## src/rtl/apb4_req_arbiter.sv

```systemverilog
// ----------------------------------------------------------------------------
// apb4_req_arbiter
//   Shares one APB4 master port between NREQ local requesters. A round-robin
//   arbiter picks a pending request in IDLE. The block then runs the APB4
//   SETUP/ACCESS sequence and returns read data and error to the winner with
//   a one-cycle req_ack pulse.
//
//   Optional feature macro: APB4_TIMEOUT_EN
//     When defined, a transfer that waits TIMEOUT_CYC ACCESS cycles with
//     pready=0 is force-completed with req_err=1 and req_rdata=0.
//
// Ports
//   pclk, preset            clock, synchronous active-high reset
//   req/req_addr/req_write/ per-requester command; held until its req_ack
//   req_wdata/req_strb
//   req_ack                 one-hot completion pulse
//   req_rdata, req_err      completion data/error, valid with req_ack, held after
//   busy                    high while in SETUP or ACCESS
//   psel..pstrb             APB4 master outputs (pstrb forced to 0 on reads)
//   prdata/pready/pslverr   APB4 slave responses
// ----------------------------------------------------------------------------
module apb4_req_arbiter #(
    parameter int NREQ        = 2,
    parameter int ADDRWIDTH   = 12,
    parameter int TIMEOUT_CYC = 255
) (
    input  logic                      pclk,
    input  logic                      preset,
    input  logic [NREQ-1:0]           req,
    input  logic [NREQ*ADDRWIDTH-1:0] req_addr,
    input  logic [NREQ-1:0]           req_write,
    input  logic [NREQ*32-1:0]        req_wdata,
    input  logic [NREQ*4-1:0]         req_strb,
    output logic [NREQ-1:0]           req_ack,
    output logic [31:0]               req_rdata,
    output logic                      req_err,
    output logic                      busy,
    output logic                      psel,
    output logic [ADDRWIDTH-1:0]      paddr,
    output logic                      penable,
    output logic                      pwrite,
    output logic [31:0]               pwdata,
    output logic [3:0]                pstrb,
    input  logic [31:0]               prdata,
    input  logic                      pready,
    input  logic                      pslverr
);

    localparam int IDXW = (NREQ > 1) ? $clog2(NREQ) : 1;

    localparam logic [1:0] ST_IDLE   = 2'd0;
    localparam logic [1:0] ST_SETUP  = 2'd1;
    localparam logic [1:0] ST_ACCESS = 2'd2;

    logic [1:0]           state_q, state_d;
    logic [IDXW-1:0]      ptr_q, ptr_d;
    logic [IDXW-1:0]      grant_q, grant_d;
    logic                 psel_q, psel_d;
    logic                 penable_q, penable_d;
    logic [ADDRWIDTH-1:0] paddr_q, paddr_d;
    logic                 pwrite_q, pwrite_d;
    logic [31:0]          pwdata_q, pwdata_d;
    logic [3:0]           pstrb_q, pstrb_d;
    logic [NREQ-1:0]      req_ack_q, req_ack_d;
    logic [31:0]          req_rdata_q, req_rdata_d;
    logic                 req_err_q, req_err_d;

    logic                 timeout_hit;

`ifdef APB4_TIMEOUT_EN
    localparam int CNTW = $clog2(TIMEOUT_CYC + 1);
    logic [CNTW-1:0]      cnt_q, cnt_d;
    assign timeout_hit = (cnt_q == CNTW'(TIMEOUT_CYC));
`else
    assign timeout_hit = 1'b0;
`endif

    // Round-robin pick: first eligible requester after ptr_q, wrapping.
    // A requester being acked this cycle is masked so it cannot win twice
    // back to back on a held req.
    logic [NREQ-1:0] elig;
    logic            found;
    logic [IDXW-1:0] pick;
    logic [IDXW-1:0] cand;

    assign elig = req & ~req_ack_q;

    always_comb begin
        found = 1'b0;
        pick  = ptr_q;
        cand  = ptr_q;
        for (int unsigned i = 0; i < NREQ; i++) begin
            cand = (cand == IDXW'(NREQ - 1)) ? '0 : cand + 1'b1;
            if (!found && elig[cand]) begin
                found = 1'b1;
                pick  = cand;
            end
        end
    end

    always_comb begin
        state_d     = state_q;
        ptr_d       = ptr_q;
        grant_d     = grant_q;
        psel_d      = psel_q;
        penable_d   = penable_q;
        paddr_d     = paddr_q;
        pwrite_d    = pwrite_q;
        pwdata_d    = pwdata_q;
        pstrb_d     = pstrb_q;
        req_ack_d   = '0;
        req_rdata_d = req_rdata_q;
        req_err_d   = req_err_q;
`ifdef APB4_TIMEOUT_EN
        cnt_d       = cnt_q;
`endif
        case (state_q)
            ST_IDLE: begin
                if (found) begin
                    ptr_d     = pick;
                    grant_d   = pick;
                    psel_d    = 1'b1;
                    penable_d = 1'b0;
                    paddr_d   = req_addr[32'(pick)*ADDRWIDTH +: ADDRWIDTH];
                    pwrite_d  = req_write[pick];
                    pwdata_d  = req_wdata[32'(pick)*32 +: 32];
                    pstrb_d   = req_strb[32'(pick)*4 +: 4] & {4{req_write[pick]}};
                    state_d   = ST_SETUP;
                end
            end
            ST_SETUP: begin
                penable_d = 1'b1;
                state_d   = ST_ACCESS;
`ifdef APB4_TIMEOUT_EN
                cnt_d     = '0;
`endif
            end
            ST_ACCESS: begin
                if (pready || timeout_hit) begin
                    psel_d    = 1'b0;
                    penable_d = 1'b0;
                    state_d   = ST_IDLE;
                    req_ack_d = NREQ'(1) << grant_q;
                    // pready wins over a simultaneous timeout
                    if (pready) begin
                        req_rdata_d = pwrite_q ? '0 : prdata;
                        req_err_d   = pslverr;
                    end else begin
                        req_rdata_d = '0;
                        req_err_d   = 1'b1;
                    end
                end else begin
`ifdef APB4_TIMEOUT_EN
                    cnt_d = cnt_q + 1'b1;
`endif
                end
            end
            default: state_d = ST_IDLE;
        endcase
    end

    always_ff @(posedge pclk) begin
        if (preset) begin
            state_q     <= ST_IDLE;
            ptr_q       <= IDXW'(NREQ - 1);
            grant_q     <= '0;
            psel_q      <= 1'b0;
            penable_q   <= 1'b0;
            paddr_q     <= '0;
            pwrite_q    <= 1'b0;
            pwdata_q    <= '0;
            pstrb_q     <= '0;
            req_ack_q   <= '0;
            req_rdata_q <= '0;
            req_err_q   <= 1'b0;
`ifdef APB4_TIMEOUT_EN
            cnt_q       <= '0;
`endif
        end else begin
            state_q     <= state_d;
            ptr_q       <= ptr_d;
            grant_q     <= grant_d;
            psel_q      <= psel_d;
            penable_q   <= penable_d;
            paddr_q     <= paddr_d;
            pwrite_q    <= pwrite_d;
            pwdata_q    <= pwdata_d;
            pstrb_q     <= pstrb_d;
            req_ack_q   <= req_ack_d;
            req_rdata_q <= req_rdata_d;
            req_err_q   <= req_err_d;
`ifdef APB4_TIMEOUT_EN
            cnt_q       <= cnt_d;
`endif
        end
    end

    assign psel      = psel_q;
    assign penable   = penable_q;
    assign paddr     = paddr_q;
    assign pwrite    = pwrite_q;
    assign pwdata    = pwdata_q;
    assign pstrb     = pstrb_q;
    assign req_ack   = req_ack_q;
    assign req_rdata = req_rdata_q;
    assign req_err   = req_err_q;
    assign busy      = (state_q != ST_IDLE);

endmodule
```

## config.mk

```make
export PLATFORM = sky130hd
export DESIGN_NAME = apb4_req_arbiter
export DESIGN_NICKNAME = d
export VERILOG_FILES = /design/src/rtl/apb4_req_arbiter.sv
export SDC_FILE = /design/constraint.sdc
export NUM_CORES = 1
export LEC_CHECK = 0
export CORE_UTILIZATION = 34
export DETAILED_ROUTE_END_ITERATION = 12
export PLACE_DENSITY = 0.77
export SETUP_SLACK_MARGIN = 0.15
export SLEW_MARGIN = 20
export SYNTH_ARGS = -nofsm -noshare
export SYNTH_HDL_FRONTEND = slang
export SYNTH_SLANG_ARGS = --single-unit
```

## constraint.sdc

```tcl
create_clock -name pclk -period 1.4 [get_ports pclk]
set_clock_uncertainty 0.05 [all_clocks]
set_input_delay 0.14 -clock pclk [delete_from_list [all_inputs] [get_ports pclk]]
set_output_delay 0.14 -clock pclk [all_outputs]
set_load 0.02 [all_outputs]
```

==> Word-level counts from Yosys, hierarchy flattened <==
Index checks and enable logic that the tools add are counted.
{ "totals": {"input_bits": 136, "regBits": 90, "output_inout_bits": 87} }
{ "op_classes": {"n_shift": 4, "n_eq_ne": 4, "mux": 21, "addsub": 2, "mul": 1, "bitwise": 5, "reduce_logical": 12, "n_lt_le_gt_ge": 3} }
{ "op_table": {"columns": ["op", "count"], "rows": [
  ["$shiftx A64 B7 Y32", 1],
  ["$mux W32", 1],
  ["$shiftx A24 B6 Y12", 1],
  ["$mux W1", 15],
  ["$shiftx A8 B4 Y4", 1],
  ["$lt A1 B2 Y1 const B", 3],
  ["$pmux W2 S3", 1],
  ["$reduce_and A2 Y1", 3],
  ["$reduce_and A3 Y1", 2],
  ["$and A4 B4 Y4", 1],
  ["$mux W2", 2],
  ["$ne A2 B2 Y1 const B", 2],
  ["$reduce_bool A2 Y1", 2],
  ["$mul A1 B2 Y3 const B", 1],
  ["$pmux W1 S3", 1],
  ["$reduce_bool A3 Y1", 1],
  ["$reduce_or A3 Y1", 1],
  ["$add A1 B1 Y1 const B", 2],
  ["$and A2 B2 Y2", 1],
  ["$eq A2 B1 Y1 const B", 1],
  ["$eq A2 B2 Y1 const B", 1],
  ["$logic_not A2 Y1", 1],
  ["$not A1 Y1", 2],
  ["$not A2 Y2", 1],
  ["4 further kinds", 4]
]} }

==> Longest topological paths before layout <==
Gate-level depths: netlist (run 1).
{ "depth": {"ltp_word": 11, "mapped_depth": 6, "depth_no_buf": 4} }

==> Worst setup path after synthesis (run 1) <==
No wires, ideal clock.
{ "synth_path": {"kind": "flip-flop to flip-flop", "startpoint": "register state_q[0]", "endpoint": "register pwrite_q, in the netlist pwrite", "path_stages_with_launch": 7, "required_ns": 1.261, "setup_time_ns": 0.089, "t_arrival_ns": 1.336, "synth_period_minus_slack_ns": 1.475, "path_slack_ns": -0.075, "path_cell_list": "dfxtp_1 > or2_1 > a21oi_2 > buf_4 > buf_6 > nor2_1 > a311oi_2"} }
{ "synth_via": {"elab_chain_len": 2} }
{ "synth_lines": {"columns": ["item", "line_no", "source"], "rows": [
  ["from (decl)", "55", "logic [1:0] state_q, state_d;"],
  ["from (signal assigned)", "180", "state_q <= state_d;"],
  ["$logic_not A2 Y1", "117", "case (state_q)"],
  ["$reduce_and A2 Y1 (no source line)", null, null],
  ["to (signal assigned)", "186", "pwrite_q <= pwrite_d;"],
  ["to (decl)", "61", "logic pwrite_q, pwrite_d;"]
]} }
Every way passes these cells.
A chain may end at the register's enable or synchronous reset.

==> Final worst setup path (run 1) <==
{ "layout_path": {"startpoint": "register state_q[0]", "endpoint": "register paddr_q[1], in the netlist paddr[1]"} }
{ "layout_via": {"elab_chain_len": 2} }
{ "layout_lines": {"columns": ["item", "line_no", "source"], "rows": [
  ["$logic_not A2 Y1", "117", null],
  ["$reduce_and A2 Y1 (no source line)", null, null],
  ["to (signal assigned)", "185", "paddr_q <= paddr_d;"],
  ["to (decl)", "60", "logic [ADDRWIDTH-1:0] paddr_q, paddr_d;"]
]} }
Every way passes these cells.

==> flow_metrics.tcl, run 1 <==
set metrics [dict create \
    status "finished with violations" \
    violations "negative setup slack" \
    grt_first_pass_wirelength_mm 20.0 \
    fin_ws_ns -0.267 \
    min_path_cells 3 \
    grt_pass1_vias 4007 \
    grt_overflow 0 \
    min_period_ns 1.67 \
    min_from "preset" \
    diodes 0 \
    crit_family "buffers and inverters" \
    synth_xor_area_share_pct 0 \
    synth_compound_area_share_pct 26.7 \
    synthesis.nets 515 \
    syn_inst 379 \
    hold_class "primary input to register" \
    cts_buffers 9 \
    cts_hold_buf 0 \
    wl_mm 13.2 \
    htree_levels 3 \
    dp_hpwl_mm 8.51 \
    setup_viol 52 \
    die-width_um 107 \
    gp_congestion 0.757 \
    cp.arrival_ns 1.90 \
    whs_ns 0.274 \
    dr.first_iter.drc_count 147 \
    setup_tns_ns -10.30 \
    p_per_area_nw_per_um2 1060 \
    switching_share_pct 31.9 \
    synth_top_family_by_area "compound AO/OA/AOI/OAI gates" \
    rsz0062_at_grt "yes" \
    cts_max_path_buffers 2 \
    p_int_mw 5.07 \
    clockPowerShare_pct 24.6 \
    critPathKind "register to register" \
    cts_tree "done" \
    p_comb_share_pct 35.9 \
    dieArea_sq_um 11400 \
    synthesis.area_sq_um 3740 \
    syn_avg_cell_area_sq_um 9.88 \
    clk_pin_slew_ns 0.09 \
    clock_latency_ns 0.38 \
    synthMuxAreaShare_pct 1.54 \
    antenna_found_initial 0 \
    worstPathMaxFanout 6 \
    grt_usage_pct 22.8 \
    critPathLaunchType "register" \
    dpl.cell_count 730 \
    port-buffer-count 222 \
    r2r_slack_ns -0.27 \
    cp_slowest_cell "dfxtp_2" \
    min_to "grant_q$_SDFFE_PP0P_" \
    clkSinkCount 90 \
    pre_cts_ws_ns -0.343 \
    synth-simple-area-share_pct 17.9 \
    power_leakage_nw 2.88 \
    reg2reg_from "state_q[0]$_SDFFE_PP0P_" \
    vdd_drop_max_mv 0.614 \
    initial_core_util_pct 35.6 \
    worst_pin_slew_ns 0.575 \
    grt_max_degree 36 \
    postPlaceCellArea_sq_um 6340 \
    critPathMaxStageDelay_ns 0.34 \
    crit_buf_inv 4 \
    io_pins 223 \
    ys_ff_latch 90 \
    hold_viol_final 0 \
    drv_slew 0 \
    max_freq_ghz 0.600 \
    first_pass_iters 4 \
    rr_endpoint "paddr[1]$_SDFFE_PP0P_" \
    wire_per_inst_um 16.9 \
    synthAdderAreaFrac_pct 0 \
    nets 777 \
    die_height_um 107 \
    areaGrowthSynthToFinish_pct 87.5 \
    finalNonFillerCells 782 \
    cp-end-kind "register" \
    ant_nets 0 \
    final_cell_area_sq_um 7020 \
    crit_chain "buf_4 -> or2_4 -> a21oi_4 -> buf_6 -> buf_12 -> buf_16 -> nor2_4 -> a311oi_2" \
    num_rows 37 \
    cp-startpoint "state_q[0]$_SDFFE_PP0P_" \
    cts_root_buffer "clkbuf_8" \
    finalCritPeriodShare_pct 119 \
    p_seq_share_pct 39.5 \
    via_count 3960 \
    fin_total_pwr_mw 7.45 \
    ys_seq_area_share_pct 48.1 \
    p_sw_mw 2.38 \
    drive_gt1_share_pct 39.0 \
    post-route-util_pct 66.8 \
    viasPerCell 5.06 \
    crit_required_ns 1.63 \
    r2r_cells 8 \
    core_area_sq_um 10500 \
    yosys_warnings 0 \
    max_cap_viol_count 0 \
    ys_types 30 \
    drc 0 \
    relSlewSlack_pct 61.6 \
]
cell usage after synthesis, drive strengths merged:
cell type   n  area, sq um
inv         1         3.75
nor3b       1         7.51
or3b        1         8.76
clkbuf      8         30.0
or2         1         6.26
and3        1         6.26
nand2b      4         32.5
dfxtp      90         1800
nand3b      1         7.51
a22o       32          280
nor2       52          195
a21oi       3         18.8
mux2        1         15.0
o21ai       1         5.00
nor3        2         15.0
a21o        2         15.0
buf        26          180
nand3       8         40.0
a311oi     49          679
mux2i       3         42.5
nor2b       2         15.0
nand2      90          338
worst min-delay path: cells and delay by family:
family	cells	cell delay (ns)
buf+inv	2	0.40
simple gates	1	0.12
repair_timing:
action,4_1_cts,5_1_grt
cloned,7,4
gates resized for setup,240,78
endpoints found under the setup margin,172,139
buffers inserted,22,3
pin swaps,1,17
how the worst max path moves through the flow:
| stage | endpoint | slack (ns) | cells past startpoint |
|---|---|---|---|
| 2_1_floorplan | paddr[1]$_SDFFE_PP0P_ | 0.02 | 6 |
| 3_3_place_gp | penable$_SDFFE_PP0P_ | -0.65 | 4 |
| 3_5_place_dp | pwdata[23]$_SDFFE_PP0P_ | -0.34 | 6 |
| 4_1_cts | paddr[10]$_SDFFE_PP0P_ | -0.23 | 7 |
| 5_1_grt | pwdata[29]$_SDFFE_PP0P_ | -0.33 | 8 |
| 6_report | paddr[1]$_SDFFE_PP0P_ | -0.27 | 8 |
area by class of cell:
class,instances,area [sq um]
Clock inverter,7,75.1
Inverter,1,3.75
Sequential cell,90,1810
Fill cell,857,3490
Timing Repair Buffer,284,2950
Multi-Input combinational cell,255,1890
Tap cell,136,170
Clock buffer,9,124
sequential cells by signal, summed over array words and instances (netlist names):
signal,flops
req_err,1
penable,1
state_q,2
psel,1
paddr,12
req_rdata,32
pwrite,1
pwdata,32
req_ack,2
grant_q,1
pstrb,4
ptr_q,1
power by group through the flow:
stage,Clock (mW),Sequential (mW),Combinational (mW)
final,1.83,2.94,2.68
after global routing,2.01,2.97,2.84
after CTS,1.89,2.93,2.64
after detailed placement,0,2.98,2.32
after global placement,0,2.97,2.27
after floorplan,0,3.25,0.919
kinds of logic after synthesis:
logic type | after synthesis
simple gates | 163
flops | 90
compound gates | 87
buf+inv | 35
mux | 4
cell usage in the layout (no fill, tap or decap), drive strengths merged, types with 2 or more instances in the layout:
master,count
nor2b,3
inv,3
nand2b,4
clkinv,4
buf,67
nor2,52
clkbuf,58
clkdlybuf4s15,34
dfxtp,90
a22o,32
nand3,8
a21oi,3
nand2,90
mux2i,3
nor3,2
a21o,2
a311oi,49
clkdlybuf4s50,134
metal layers:
metal	part of all wire, %	GRT usage [%]
met5	0	0
met1	41	25.7
met2	49	39.3
met4	2.7	11.4
met3	7.3	6.50
No activity file was read; power rests on OpenSTA's default activity.
==> run 2: changes to the inputs <==
--- a/config.mk
+++ b/config.mk
@@ -7,6 +7,7 @@
 export LEC_CHECK = 0
 export CORE_UTILIZATION = 34
 export DETAILED_ROUTE_END_ITERATION = 12
+export MAX_ROUTING_LAYER = met4
 export PLACE_DENSITY = 0.77
 export SETUP_SLACK_MARGIN = 0.15
 export SLEW_MARGIN = 20
==> flow_metrics.tcl, run 2 (synthesis results as in run 1) <==
set metrics [dict create \
    status "finished with violations" \
    violations "negative setup slack" \
    pre_cts_ws_ns -0.343 \
    dp_hpwl_mm 8.51 \
    r2r_slack_ns -0.27 \
    crit_chain "buf_4 -> or2_4 -> a21oi_4 -> buf_6 -> buf_12 -> buf_16 -> nor2_4 -> a311oi_2" \
    final_common_cell "clkdlybuf4s50_1" \
    antenna_found_initial 0 \
    max_cap_viol_count 0 \
    wl_mm 13.4 \
    ant_nets 0 \
    die-width_um 107 \
    min_path_cells 3 \
    cts_max_path_buffers 2 \
    cts_root_buffer "clkbuf_8" \
    finalNonFillerCells 783 \
    crit_required_ns 1.64 \
    first_pass_iters 4 \
    rsz0062_at_grt "yes" \
    postPlaceCellArea_sq_um 6340 \
    finalCritPeriodShare_pct 119 \
    min_from "preset" \
    min_period_ns 1.67 \
    dieArea_sq_um 11400 \
    fin_ws_ns -0.269 \
    setup_viol 52 \
    die_height_um 107 \
    post-route-util_pct 67.1 \
    critPathKind "register to register" \
    clock_latency_ns 0.37 \
    relSlewSlack_pct 61.8 \
    core_area_sq_um 10500 \
    r2r_cells 8 \
    cp_slowest_cell "dfxtp_2" \
    wire_per_inst_um 17.1 \
    nets 778 \
    areaGrowthSynthToFinish_pct 88.4 \
    drc 0 \
    hold_class "primary input to register" \
    hold_viol_final 0 \
    clk_pin_slew_ns 0.09 \
    p_per_area_nw_per_um2 1060 \
    viasPerCell 5.09 \
    reg2reg_from "state_q[0]$_SDFFE_PP0P_" \
    crit_buf_inv 4 \
    grt_max_degree 36 \
    crit_family "buffers and inverters" \
    mostFrequentLayoutCells "clkdlybuf4s50_1, nand2_1, dfxtp_1, clkbuf_2, a311oi_2" \
    grt_pass1_vias 3999 \
    cp.arrival_ns 1.90 \
    gp_congestion 0.767 \
    worst_pin_slew_ns 0.573 \
    critPathLaunchType "register" \
    critPathMaxStageDelay_ns 0.33 \
    fill_cells 851 \
    port-buffer-count 222 \
    initial_core_util_pct 35.6 \
    cts_hold_buf 0 \
    dpl.cell_count 730 \
    io_pins 223 \
    min_to "grant_q$_SDFFE_PP0P_" \
    cp-end-kind "register" \
    max_freq_ghz 0.599 \
    cts_tree "done" \
    dr.first_iter.drc_count 131 \
    cts_buffers 9 \
    drive_gt1_share_pct 39.1 \
    drv_slew 0 \
    htree_levels 3 \
    grt_overflow 0 \
    grt_usage_pct 23.5 \
    grt_first_pass_wirelength_mm 20.0 \
    final_cell_area_sq_um 7050 \
    power_leakage_nw 2.89 \
    clkSinkCount 90 \
    rr_endpoint "paddr[1]$_SDFFE_PP0P_" \
    worstPathMaxFanout 6 \
    vdd_drop_max_mv 0.618 \
    diodes 0 \
    via_count 3986 \
    num_rows 37 \
]
## run 2: worst register-to-register path: cells and delay by family, from the launching register on
kind	cells	cell delay [ns]
AND/OR/NAND/NOR	2	0.28
flip-flops	1	0.33
AO/OA/AOI/OAI	2	0.37
buffers and inverters	4	0.54
## run 2: routing by layer
metal | vias to the layer above | track usage, % | part of all wire [%] | wire length, um
li1 | 1892 | - | - | -
met1 | 1894 | 26.7 | 41 | 5480
met4 | 0 | 11.4 | 3.0 | 396
met5 | - | - | 0 | 0
met3 | 32 | 5.11 | 7.0 | 937
met2 | 168 | 39.3 | 49 | 6590
## run 2: area by class of cell
| cell class | instances | area (sq um) | area share [%] |
|---|---|---|---|
| Clock inverter | 7 | 75.1 | 1.06 |
| Timing Repair Buffer | 285 | 2980 | 42.2 |
| Inverter | 1 | 3.75 | 0.0532 |
| Tap cell | 136 | 170 | 2.41 |
| Clock buffer | 9 | 124 | 1.76 |
| Multi-Input combinational cell | 255 | 1890 | 26.8 |
| Sequential cell | 90 | 1810 | 25.7 |
## run 2: metrics by stage
| stage | TNS (ns) | hold slack [ns] | power (mW) |
|---|---|---|---|
| after global placement | -34.52 | 0.373 | 5.25 |
| after global routing | -14.32 | 0.265 | 7.84 |
| after CTS | -9.85 | 0.214 | 7.46 |
| final | -10.42 | 0.271 | 7.47 |
| after floorplan | 0 | 0.215 | 4.17 |
| after detailed placement | -23.93 | 0.385 | 5.30 |
## run 2: how the worst max path moves through the flow
stage / cells after the start / start / end
final: 8 / state_q[0]$_SDFFE_PP0P_ / paddr[1]$_SDFFE_PP0P_
after global routing: 8 / state_q[0]$_SDFFE_PP0P_ / pwdata[29]$_SDFFE_PP0P_
after CTS: 7 / state_q[1]$_SDFFE_PP0P_ / paddr[10]$_SDFFE_PP0P_
after detailed placement: 6 / req[0] / pwdata[23]$_SDFFE_PP0P_
after global placement: 4 / pready / penable$_SDFFE_PP0P_
after floorplan: 6 / req_ack[1]$_SDFF_PP0_ / paddr[1]$_SDFFE_PP0P_
## run 2: repair_timing
item                       in CTS  in global routing
gates resized for setup       240                 78
setup endpoints to repair     172                139
cloned                          7                  5
pin swaps                       1                 23
buffers inserted               22                  3
## run 2: power breakdown
group | switching (mW) | internal [mW] | total (mW)
Combinational | 1.25 | 1.45 | 2.69
Clock | 0.996 | 0.838 | 1.83
Sequential | 0.149 | 2.79 | 2.94
==> run 3: changes to the inputs <==
--- a/config.mk
+++ b/config.mk
@@ -6,9 +6,11 @@
 export NUM_CORES = 1
 export LEC_CHECK = 0
 export CORE_UTILIZATION = 34
+export CTS_CLUSTER_DIAMETER = 30
 export DETAILED_ROUTE_END_ITERATION = 12
 export MAX_ROUTING_LAYER = met4
 export PLACE_DENSITY = 0.77
+export REMOVE_ABC_BUFFERS = 1
 export SETUP_SLACK_MARGIN = 0.15
 export SLEW_MARGIN = 20
 export SYNTH_ARGS = -nofsm -noshare
==> flow_metrics.tcl, run 3 (synthesis results as in run 1) <==
set metrics [dict create \
    status "finished with violations" \
    violations "negative setup slack" \
    io_pins 223 \
    cts_buffers 9 \
    max_freq_ghz 0.667 \
    final_cell_area_sq_um 6980 \
    wl_mm 14.4 \
    initial_core_util_pct 35.6 \
    rsz0062_at_grt "yes" \
    dpl.cell_count 736 \
    die-width_um 107 \
    htree_levels 3 \
    grt_use_met3_pct 6.75 \
    final_common_cell "clkdlybuf4s50_1" \
    areaGrowthSynthToFinish_pct 86.6 \
    dr.first_iter.drc_count 225 \
    num_rows 37 \
    port-buffer-count 222 \
    wire_per_inst_um 18.4 \
    grt_overflow 0 \
    finalNonFillerCells 781 \
    postPlaceCellArea_sq_um 6270 \
    cp-startpoint "req_ack[1]$_SDFF_PP0_" \
    mostFrequentLayoutCells "clkdlybuf4s50_1, dfxtp_1, nand2_1, clkbuf_2, a311oi_2" \
    min_from "preset" \
    drc 0 \
    hold_class "primary input to register" \
    clkSinkCount 90 \
    fin_ws_ns -0.0988 \
    via_count 4076 \
    relSlewSlack_pct 76.4 \
    critPathMaxStageDelay_ns 0.33 \
    cts_hold_buf 0 \
    gr-usage-met2_pct 40.9 \
    vdd_drop_max_mv 0.717 \
    cts_max_path_buffers 2 \
    drive_gt1_share_pct 41.6 \
    post-route-util_pct 66.5 \
    rr_endpoint "paddr[1]$_SDFFE_PP0P_" \
    worst_pin_slew_ns 0.354 \
    gp_congestion 0.797 \
    cts_root_buffer "clkbuf_8" \
    fin_total_pwr_mw 7.64 \
    first_pass_iters 4 \
    crit_path_end "paddr[1]$_SDFFE_PP0P_" \
    min_period_ns 1.50 \
    grt_max_degree 33 \
    r2r_slack_ns -0.1 \
    use_met1_pct 25.0 \
    critPathKind "register to register" \
    cp_slowest_cell "dfxtp_2" \
    finalCritPeriodShare_pct 107 \
    critPathLaunchType "register" \
    grt_usage_pct 23.2 \
    nets 777 \
    viasPerCell 5.22 \
    dp_hpwl_mm 8.97 \
    cp-end-kind "register" \
    grt_first_pass_wirelength_mm 19.7 \
    die_height_um 107 \
    ant_nets 0 \
    hold_viol_final 0 \
    setup_viol 83 \
    grt_pass1_vias 3954 \
    clk_pin_slew_ns 0.09 \
    clock_latency_ns 0.37 \
    dieArea_sq_um 11400 \
    diodes 0 \
    drv_slew 0 \
    cp.arrival_ns 1.73 \
    p_per_area_nw_per_um2 1090 \
    crit_chain "nand2b_4 -> mux2i_4 -> buf_12 -> buf_8 -> nand2_1 -> a311oi_2" \
    antenna_found_initial 0 \
    reg2reg_from "req_ack[1]$_SDFF_PP0_" \
    max_cap_viol_count 0 \
    core_area_sq_um 10500 \
    worstPathMaxFanout 7 \
    crit_required_ns 1.63 \
    grt-busiest-layer "met2" \
    setup_tns_ns -4.77 \
    cts_tree "done" \
    power_leakage_nw 2.91 \
    r2r_cells 6 \
]
## run 3: layout make-up
cell class,instances,area [sq um]
flip-flops and latches,90,1810
multi-input cells,254,1980
well taps,136,170
fillers,830,3520
inverters,1,3.75
repair buffers,285,2810
clock inverters,5,78.8
clock buffers,10,138
## run 3: how the worst min path moves through the flow
stage                     slack [ns]                      end  depth (start not counted)
after floorplan                 0.16    paddr[0]$_SDFFE_PP0P_                          1
final                           0.07  state_q[0]$_SDFFE_PP0P_                          2
after global routing            0.08  state_q[0]$_SDFFE_PP0P_                          2
after CTS                       0.08  state_q[1]$_SDFFE_PP0P_                          2
after detailed placement        0.40    req_ack[0]$_SDFF_PP0_                          1
after global placement          0.38    req_ack[0]$_SDFF_PP0_                          1
## run 3: timing repair
item | in CTS | in global routing
setup endpoints to repair | 171 | 153
pin swaps | 7 | 64
gates cloned | 7 | 11
setup buffers | 3 | 9
gates resized for setup | 202 | 172
## run 3: report_power, final
group	switching, mW	internal [mW]	total, mW
registers	0.160	2.80	2.96
clock network	0.913	1.04	1.95
logic	1.33	1.41	2.73
## run 3: critical path, delay by kind of cell (launching register included)
| family | cells | cell delay [ns] |
|---|---|---|
| AO/OA/AOI/OAI | 1 | 0.26 |
| AND/OR/NAND/NOR | 2 | 0.26 |
| multiplexers | 1 | 0.21 |
| flip-flops | 1 | 0.33 |
| buffers and inverters | 2 | 0.32 |
## run 3: layer usage
layer	part of all wire (%)	wire (um)	vias up
met5	0	0	-
met4	2.1	304	0
met3	7.2	1030	31
met2	52	7450	213
met1	39	5620	1950
li1	-	-	1882
## run 3: through the flow
stage          setup slack, ns  hold WS [ns]
2_1_floorplan            -2.60         0.158
3_3_place_gp            -0.321         0.383
3_5_place_dp            -0.405         0.403
4_1_cts                 -0.112        0.0794
5_1_grt                 -0.146        0.0846
6_report               -0.0988        0.0721
